$ cat config.mk
export PLATFORM = sky130hd
export DESIGN_NAME = uart_tx_unit
export DESIGN_NICKNAME = d
export VERILOG_FILES = /design/src/rtl/uart_tx_unit.sv
export SDC_FILE = /design/constraint.sdc
export NUM_CORES = 1
export LEC_CHECK = 0
export ABC_CLOCK_PERIOD_IN_PS = 2700
export BUFFER_PORTS_ARGS = -buffer_cell sky130_fd_sc_hd__buf_2
export CORE_AREA = 3 3 63 65
export DETAILED_ROUTE_END_ITERATION = 6
export DIE_AREA = 0 0 66 68
export PLACE_DENSITY = 0.78
export SYNTH_ARGS = -nofsm -noshare
export SYNTH_HDL_FRONTEND = slang
export SYNTH_SLANG_ARGS = --single-unit
$ cat constraint.sdc
create_clock -name clock -period 2.7 [get_ports clock]
set_input_delay 0.54 -clock clock [delete_from_list [all_inputs] [get_ports clock]]
set_output_delay 0.54 -clock clock [all_outputs]
set_load 0.1 [all_outputs]
$ cat src/rtl/uart_tx_unit.sv
// UART transmitter: start bit, LSB-first data, optional parity, stop bit(s).
// Define UART_TX_TWO_STOP_EN for two stop bits; the default build sends one.
module uart_tx_unit #(
    parameter int CLK_FREQ   = 50000000,
    parameter int DATA_WIDTH = 8
) (
    input  logic                  clock,
    input  logic                  reset,
    input  logic                  send,
    input  logic [DATA_WIDTH-1:0] data_in,
    input  logic [1:0]            parity_type,
    input  logic [1:0]            baud_rate,
    output logic                  ready,
    output logic                  active_flag,
    output logic                  done_flag,
    output logic                  data_tx
);
    localparam int DIV_2400  = CLK_FREQ / 2400;
    localparam int DIV_4800  = CLK_FREQ / 4800;
    localparam int DIV_9600  = CLK_FREQ / 9600;
    localparam int DIV_19200 = CLK_FREQ / 19200;
    localparam int CNT_W     = (DIV_2400 > 2) ? $clog2(DIV_2400) : 1;
    localparam int IDX_W     = (DATA_WIDTH > 1) ? $clog2(DATA_WIDTH) : 1;
`ifdef UART_TX_TWO_STOP_EN
    localparam logic STOP_LAST = 1'b1;
`else
    localparam logic STOP_LAST = 1'b0;
`endif

    typedef enum logic [2:0] {IDLE, START, DATA, PARITY, STOP} state_t;

    state_t                state_q, state_d;
    logic [CNT_W-1:0]      cnt_q, cnt_d;
    logic [IDX_W-1:0]      idx_q, idx_d;
    logic                  stop_q, stop_d;
    logic [DATA_WIDTH-1:0] shift_q, shift_d;
    logic                  par_q, par_d;
    logic                  par_en_q, par_en_d;
    logic [1:0]            baud_q, baud_d;
    logic                  tx_q, tx_d;
    logic [CNT_W-1:0]      div_m1;
    logic                  bit_end;
    logic                  accept;

    always_comb begin
        div_m1 = CNT_W'(DIV_2400 - 1);
        case (baud_q)
            2'b00:   div_m1 = CNT_W'(DIV_2400 - 1);
            2'b01:   div_m1 = CNT_W'(DIV_4800 - 1);
            2'b10:   div_m1 = CNT_W'(DIV_9600 - 1);
            default: div_m1 = CNT_W'(DIV_19200 - 1);
        endcase
    end

    assign bit_end = (cnt_q == div_m1);
    assign accept  = (state_q == IDLE) && send;

    always_ff @(posedge clock or posedge reset) begin
        if (reset) begin
            state_q <= IDLE;
        end else begin
            state_q <= state_d;
        end
    end

    always_comb begin
        state_d = state_q;
        case (state_q)
            IDLE:    if (send) state_d = START;
            START:   if (bit_end) state_d = DATA;
            DATA: begin
                if (bit_end && idx_q == IDX_W'(DATA_WIDTH - 1))
                    state_d = par_en_q ? PARITY : STOP;
            end
            PARITY:  if (bit_end) state_d = STOP;
            STOP:    if (bit_end && stop_q == STOP_LAST) state_d = IDLE;
            default: state_d = IDLE;
        endcase
    end

    always_comb begin
        ready       = (state_q == IDLE);
        active_flag = (state_q != IDLE);
        done_flag   = (state_q == STOP) && bit_end && (stop_q == STOP_LAST);
    end

    // Config and payload are captured only at accept, so the frame in flight
    // is immune to later input changes.
    always_comb begin
        cnt_d    = cnt_q;
        idx_d    = idx_q;
        stop_d   = stop_q;
        shift_d  = shift_q;
        par_d    = par_q;
        par_en_d = par_en_q;
        baud_d   = baud_q;
        if (accept) begin
            shift_d  = data_in;
            par_d    = (parity_type == 2'b01) ? ~^data_in : ^data_in;
            par_en_d = (parity_type == 2'b01) || (parity_type == 2'b10);
            baud_d   = baud_rate;
            cnt_d    = '0;
            idx_d    = '0;
            stop_d   = 1'b0;
        end else if (state_q != IDLE) begin
            cnt_d = bit_end ? '0 : cnt_q + 1'b1;
            if (bit_end && state_q == DATA) begin
                shift_d = shift_q >> 1;
                idx_d   = idx_q + 1'b1;
            end
            if (bit_end && state_q == STOP) begin
                stop_d = ~stop_q;
            end
        end
    end

    // Line level is derived from the next state so it changes on the same
    // edge as the state and comes straight from a flop.
    always_comb begin
        tx_d = 1'b1;
        case (state_d)
            START:   tx_d = 1'b0;
            DATA:    tx_d = shift_d[0];
            PARITY:  tx_d = par_q;
            default: tx_d = 1'b1;
        endcase
    end

    always_ff @(posedge clock or posedge reset) begin
        if (reset) begin
            cnt_q    <= '0;
            idx_q    <= '0;
            stop_q   <= 1'b0;
            shift_q  <= '0;
            par_q    <= 1'b0;
            par_en_q <= 1'b0;
            baud_q   <= 2'b00;
            tx_q     <= 1'b1;
        end else begin
            cnt_q    <= cnt_d;
            idx_q    <= idx_d;
            stop_q   <= stop_d;
            shift_q  <= shift_d;
            par_q    <= par_d;
            par_en_q <= par_en_d;
            baud_q   <= baud_d;
            tx_q     <= tx_d;
        end
    end

    assign data_tx = tx_q;

endmodule

* Word-level counts from Yosys, hierarchy flattened
Index checks and enable logic that the tools add are counted.
** Word-level totals
- Register bits :: 35
** Cells by class
- Add/subtract/negate cells :: 2
- Equal/unequal tests :: 13
- Mux-type cells :: 22
- Bitwise operators :: 1
- Reductions and logical operators :: 17
** Operators by type and width (count)
- 2-to-1 mux 15 bit :: 3
- case mux 15 bit (3 select lines) :: 1
- 2-to-1 mux 3 bit :: 9
- 2-to-1 mux 8 bit :: 3
- adder 15 x 1 -> 15 bit, second input constant :: 1
- == test 15 bit :: 1
- case mux 3 bit (5 select lines) :: 1
- == test 3 x 2 -> 1 bit, second input constant :: 4
- XNOR reduction 8 bit :: 1
- parity 8 bit :: 1
- == test 3 x 1 -> 1 bit, second input constant :: 2
- == test 3 bit, second input constant :: 2
- logical AND 1 bit :: 6
- nonzero test 2 bit :: 3
- == test 2 x 1 -> 1 bit, second input constant :: 2
- == test 2 bit, second input constant :: 2
- 2-to-1 mux 1 bit :: 4
- AND reduction 2 bit :: 2
- adder 3 x 1 -> 3 bit, second input constant :: 1
- logical NOT 3 bit :: 1
- case mux 1 bit (3 select lines) :: 1
- nonzero test 3 bit :: 1
- logical NOT 2 bit :: 1
- logical OR 1 bit :: 1
- inverter 1 bit :: 1

* Longest topological paths before layout
Gate-level depths: netlist (run 1).
- Depth in word-level cells :: 8
- Gate-level depth with buffers :: 10

* Worst setup path after synthesis (run 1)
Ideal clock, no wire load.
- Kind :: reg-to-output
- From :: register baud_q[0]
- To :: output port done_flag
- Data arrival time :: 4.573 ns
- Data required time :: 2.160 ns
- Setup slack :: -2.413 ns
- Stages on the path, launching flop included :: 8
- Path buffers :: 0
- Path through :: dfrtp_1 > inv_1 > ha_1 > nor3b_1 > o22ai_1 > nor4_2 > nand2b_1 > nor4_1
** On the way
- Longest elaborated chain between the ends :: 5
** RTL lines
- start, declared :: RTL line 39 : logic [1:0] baud_q, baud_d;
- start signal, assigned :: RTL line 146 : baud_q <= baud_d;
- == test 2 bit (tied with other cells) :: RTL line 47 : case (baud_q)
- case mux 15 bit (3 select lines) (*) :: RTL line 47
- == test 15 bit (*) :: RTL line 55 : assign bit_end = (cnt_q == div_m1);
- logical AND 1 bit (*) (2 in a row) :: RTL line 84 : done_flag = (state_q == STOP) && bit_end && (stop_q == STOP_LAST);
- end, declared :: RTL line 15 : output logic done_flag,
Every way passes the cells marked *; elsewhere a longest branch is shown, timed or not.

* Final worst setup path (run 1)
Ends and elaborated chain as after synthesis.

==> results of run 1 <==
[registers in the layout, indices dropped and copies added, names as in the netlist]
name      count
par_q         1
baud_q        2
shift_q       8
cnt_q        15
data_tx       1
par_en_q      1
stop_q        1
state_q       3
idx_q         3
[worst register-to-register path, cell delays in order, from the launching register on]
cell	delay, ps
dfrtp_1	430
inv_2	90
buf_4	120
ha_1	180
and3_1	190
o22ai_2	120
or4_1	650
o311a_4	370
a2111oi_2	210
a22oi_1	140
[path summary, 6_finish.rpt]
check,from,endpoint,slack (ps),cells past startpoint
worst max-delay path,baud_q[0],done_flag,-130,8
worst min-delay path,reset,cnt_q[12],280,3
worst max register to register,baud_q[1],data_tx,110,9
worst min register to register,par_q,par_q,480,2
max in group asynchronous,reset,data_tx,2070,3
min in group clock,baud_rate[0],baud_q[0],410,3
[layout make-up]
type | instances | area share
Timing Repair Buffer | 30 | 0.0831
Clock buffer | 8 | 0.0204
Sequential cell | 35 | 0.366
Multi-Input combinational cell | 163 | 0.489
Tap cell | 46 | 0.0240
Inverter | 11 | 0.0172
[routing by layer]
layer / global-route usage / up-vias / share of wire
li1: - / 834 / -
met1: 0.318 / 843 / 0.45
met2: 0.374 / 82 / 0.47
met3: 0.0296 / 6 / 0.067
met4: 0.102 / 0 / 0.0099
met5: 0 / - / 0
[power breakdown]
| part | total (µW) | internal [µW] | switching, µW |
|---|---|---|---|
| clock network | 270 | 104 | 166 |
| logic | 53.5 | 23.2 | 30.3 |
| registers | 524 | 524 | 0 |
[synth_stat cells (3+ instances only)]
cell type,count
clkbuf_1,4
nand2b_1,3
and3_1,6
o31ai_1,3
nand2_1,29
xor2_1,6
xnor2_1,10
dfrtp_1,34
ha_1,8
nor2_1,7
nor4_1,4
nor3_1,11
nand3_1,8
inv_1,11
o21ai_0,26
a21o_1,7
a22o_1,7
[logic make-up (layout without fill, tap and decap cells)]
logic type,Yosys count,count (layout),synth area share
DFF,35,35,0.430
AOI/OAI and AO/OA,55,55,0.186
buffers and inverters,18,49,0.0393
xor gates and xnor gates,16,16,0.0688
and+or+nand+nor,82,82,0.214
adders and majority gates,8,8,0.0491
muxes,2,2,0.0123
[per-stage QoR]
stage / TNS, ps / util / area, µm²
global route: -262 / 0.707 / 2390
floorplan: -613 / - / 2060
global placement: 0 / 0.665 / 2250
detailed placement: 0 / 0.665 / 2250
CTS: -74.5 / 0.706 / 2390
finish: -126 / 0.707 / 2390
[what timing repair did]
item	CTS	global route
endpoints found under the hold margin	0	0
hold buffers	0	0
setup endpoints to repair	1	2
pin swaps	5	0
resized for setup	13	1
setup buffers	3	0
==> flow_metrics.tcl, run 1 <==
set metrics [dict create \
    synth-edff-count 0 \
    final_min_period_over_clock_period 1.05 \
    finalWirelength_mm 4.65 \
    route.detailed.wl_per_inst_um 15.9 \
    count_of_buffering_cells_on_the_critical_path_with_inverters_included 2 \
    slew_violations 0 \
    drtAntennaViolNets 0 \
    dr.pass1.iters 4 \
    num-nets-final 269 \
    clk_transition_reported_paths_ps 100 \
    power.total_uw 847 \
    timing.clock.skew_ps 9.08 \
    clock_latency_ps 330 \
    final.setup.worst_slack_ps -126 \
    finalSetupViolCount 1 \
    first_iter_violations 221 \
    drive_above_1_share 0.247 \
    final_hold_viol_count 0 \
    syn_area_per_cell_um2 9.44 \
    first_global_vias 1690 \
    route.detailed.drc 0 \
    synthesis.nets 239 \
    worst-slew-pin-transition_ps 663 \
    critical-path-top-cell-by-count "nor4_4" \
    num_rows 21 \
    critical_path.endpoint_type "output pin" \
    ys.warnings.count 0 \
    multiInputGateArea_um2 1170 \
    critPathMaxFanout 3 \
    max_freq_mhz 354 \
    path_cells "inv_2 > ha_2 > nor3b_2 > o22ai_2 > nor4_4 > nand2b_1 > nor4_4 > buf_12" \
    num_io_pins 19 \
    worstHoldPathType "input port to async pin" \
    cts_sinks 35 \
    clock-root-buffer "clkbuf_4" \
    final-seq-area_um2 877 \
    type_of_the_setup_path_with_the_least_slack "register to output pin" \
    routabilityCongestion 0.876 \
    startpoint_type "register" \
    antenna-diode-count 0 \
    post-place-cells 282 \
    crit_slowest_cell "dfrtp_1" \
    dpl_worst_slack_ps 56.7 \
    outcome "complete, but fails checks" \
    violations "setup timing" \
    initial_utilization 0.601 \
    mostFrequentLayoutCells "34 x dfrtp_1, 29 x nand2_1, 26 x o21ai_0, 17 x buf_2, 11 x buf_4" \
    grt_util_all_layers 0.233 \
    netlist_top_cells_area "dfrtp_1 42%, o21ai_0 6.4%, nand2_1 5.3%" \
    layout_min_cycle_time_ps 2830 \
    initial_antenna_violation_count 0 \
    die_area_um2 4490 \
    io_buffer_count 18 \
    vias_per_cell 6.02 \
    cap_viol_max_count 0 \
    grt_setup_unrepaired "true" \
    ir_drop_v 0.000197 \
    cts_inserted_buffers 5 \
    dpl.hpwl_mm 3.16 \
    synth_cell_type_count 46 \
    clock_tree_from_tritoncts "yes" \
    grt_first_pass_wirelength_mm 7.93 \
    die_w_um 66 \
    worst_ep_arrival_time_ps 2290 \
    async_set_or_reset_flop_fraction_in_the_synthesized_netlist 1.00 \
    die_h_um 68 \
    critPathMaxStageDelay_ps 390 \
    hold_slack_ps 280 \
    synthesis.instances 216 \
    slew-limit-headroom 0.554 \
    path_delay_family "simple AND/OR/NAND/NOR gates" \
    cts_max_level 2 \
    synth_top_cell_area_share 0.417 \
    grt_start_max_net_pins 36 \
    area_growth_pct 17.5 \
    leak_uw 0.00110 \
    pwr_density_cell_nw_per_um2 354 \
    routed-via-count 1765 \
    ys_seq_elements 35 \
    ys_seq_area_frac 0.430 \
    crit_required_ps 2160 \
    synth.cell_area_um2 2040 \
    ys.flop_type "dfrtp_1" \
    core_region_area_um2 3390 \
    fillers 255 \
    final_cell_count_no_fill 293 \
    synth_top_area_cell "dfrtp_1" \
    clk_path_buf_depth 2 \
    most_common_cell_after_layout_fill_and_taps_aside "dfrtp_1" \
    grt_overflow 0 \
]
(Power assumes the default switching activity.)
==> run 2: changes to the inputs <==
Settings changed: ABC_CLOCK_PERIOD_IN_PS 2700 to 3400, CORE_AREA 3 3 63 65 to 3 3 61 63, DIE_AREA 0 0 66 68 to 0 0 64 66, PLACE_DENSITY 0.78 to 0.82.
Clock period 2.7 ns to 3.4 ns, I/O delays scaled along.
==> flow_metrics.tcl, run 2 (synthesized netlist as in run 1, its figures left out) <==
set metrics [dict create \
    clock_tree_from_tritoncts "yes" \
    startpoint_type "register" \
    worst-r2r-setup-slack_ps 640 \
    reg.largest.list "cnt_q: 15 flops, shift_q: 8 flops" \
    die_h_um 66 \
    critPathMaxFanout 5 \
    cts_max_level 2 \
    initial_utilization 0.621 \
    core_region_area_um2 3280 \
    final.setup.worst_slack_ps 187 \
    grt_start_max_net_pins 36 \
    drtAntennaViolNets 0 \
    cts_sinks 35 \
    dpl_worst_slack_ps 555 \
    clk_transition_reported_paths_ps 100 \
    first_iter_violations 94 \
    layout_min_cycle_time_ps 3210 \
    final_min_period_over_clock_period 0.945 \
    die_w_um 64 \
    route.detailed.wl_per_inst_um 14.5 \
    timing.clock.skew_ps 7.88 \
    die_area_um2 4220 \
    io_buffer_count 18 \
    worst-slew-pin-transition_ps 943 \
    critical_path.endpoint_type "output pin" \
    type_of_the_setup_path_with_the_least_slack "register to output pin" \
    dpl.hpwl_mm 2.96 \
    mostFrequentLayoutCells "34 x dfrtp_1, 29 x nand2_1, 26 x o21ai_0, 17 x buf_2" \
    cts_setup_buffers 0 \
    post-place-cells 276 \
    vias_per_cell 5.84 \
    final_cell_count_no_fill 284 \
    final_hold_viol_count 0 \
    slew_violations 0 \
    antenna-diode-count 0 \
    crit-reg2reg-launch "baud_q[0]" \
    cap_viol_max_count 0 \
    finalWirelength_mm 4.11 \
    slew-limit-headroom 0.369 \
    worst_ep_arrival_time_ps 2530 \
    first_global_vias 1485 \
    leak_uw 0.00105 \
    pwr_density_cell_nw_per_um2 305 \
    registers.top_by_ff_count "cnt_q" \
    grt_util_all_layers 0.217 \
    ir_drop_v 0.000216 \
    post_cts.resized_instances 0 \
    num_rows 21 \
    routabilityCongestion 0.889 \
    crit_required_ps 2720 \
    largest_register_ffs 15 \
    num-nets-final 260 \
    grt_setup_unrepaired "false" \
    clock_latency_ps 340 \
    num_io_pins 19 \
    startpoint "baud_q[0]" \
    dr.pass1.iters 5 \
    route.detailed.drc 0 \
    grt_first_pass_wirelength_mm 7.04 \
    max_freq_mhz 311 \
    clock-root-buffer "clkbuf_4" \
    drive_above_1_share 0.172 \
    outcome "finished, final reports clean" \
    area_growth_pct 11.3 \
    clk_path_buf_depth 2 \
    cts_inserted_buffers 5 \
    post_cts_hold_buffer_count 0 \
    worstHoldPathType "input port to async pin" \
    most_common_cell_after_layout_fill_and_taps_aside "dfrtp_1" \
    initial_antenna_violation_count 0 \
    worst_r2r_endpoint "data_tx" \
    finalSetupViolCount 0 \
    grt_overflow 0 \
    worstRegToRegCells 8 \
    routed-via-count 1659 \
]
-- run 2: cell types whose count changed in the layout (fill, tap and decap cells not counted), moves of 2 or more --
| cell | before | now |
|---|---|---|
| o22ai_2 | 2 | 0 |
| clkbuf_1 | 3 | 1 |
| inv_1 | 9 | 11 |
| xnor2_1 | 8 | 10 |
| inv_2 | 2 | 0 |
| o22ai_1 | 0 | 2 |
| xnor2_2 | 2 | 0 |
| ha_2 | 2 | 0 |
| nor3b_1 | 0 | 2 |
| nor3b_2 | 2 | 0 |
| buf_4 | 11 | 3 |
| ha_1 | 5 | 8 |
-- run 2: worst max path at each step --
stage | endpoint | slack, ps | depth (start not counted)
after floorplan | done_flag | -50 | 7
after global placement | done_flag | 660 | 8
after detailed placement | done_flag | 560 | 8
after CTS | done_flag | 170 | 8
after global routing | done_flag | 20 | 8
final | done_flag | 190 | 8
-- run 2: per-layer routing --
metal	track usage	vias to the layer above	part of all wire
met1	0.304	788	0.47
met5	0	-	0
met3	0.0425	8	0.052
met2	0.325	48	0.46
met4	0.0916	0	0.017
li1	-	815	-
-- run 2: layout make-up --
type | count | area, µm²
clock buffer | 7 | 55.1
inverter | 11 | 41.3
timing repair buffer | 21 | 128
multi-input combinational | 163 | 1100
tap | 46 | 57.6
sequential | 35 | 877
clock inverter | 1 | 5.00
fill | 269 | 1020
-- run 2: metrics by stage --
step	cell area, µm²	power (µW)	util	TNS [ps]	hold WS (ps)
finish	2270	693	0.691	0	414
global route	2270	725	0.691	0	442
CTS	2270	696	0.691	0	431
detailed placement	2210	464	0.672	0	466
global placement	2210	464	0.672	0	459
floorplan	2060	448	-	-53.2	441
-- run 2: critical path, stage by stage, from the launching register on --
cell       delay (ps)
dfrtp_1           450
inv_1             110
ha_1              320
xnor2_1           140
o2111ai_1         280
nor4_4            240
nand2b_1          140
nor4_4            310
buf_12            210
-- run 2: report_power, final --
part	switching, µW	internal, µW	total (µW)	leakage (µW)
Sequential	0	416	416	0.000429
Combinational	20.7	18.4	39.1	0.000586
Clock	138	100	238	0.0000353
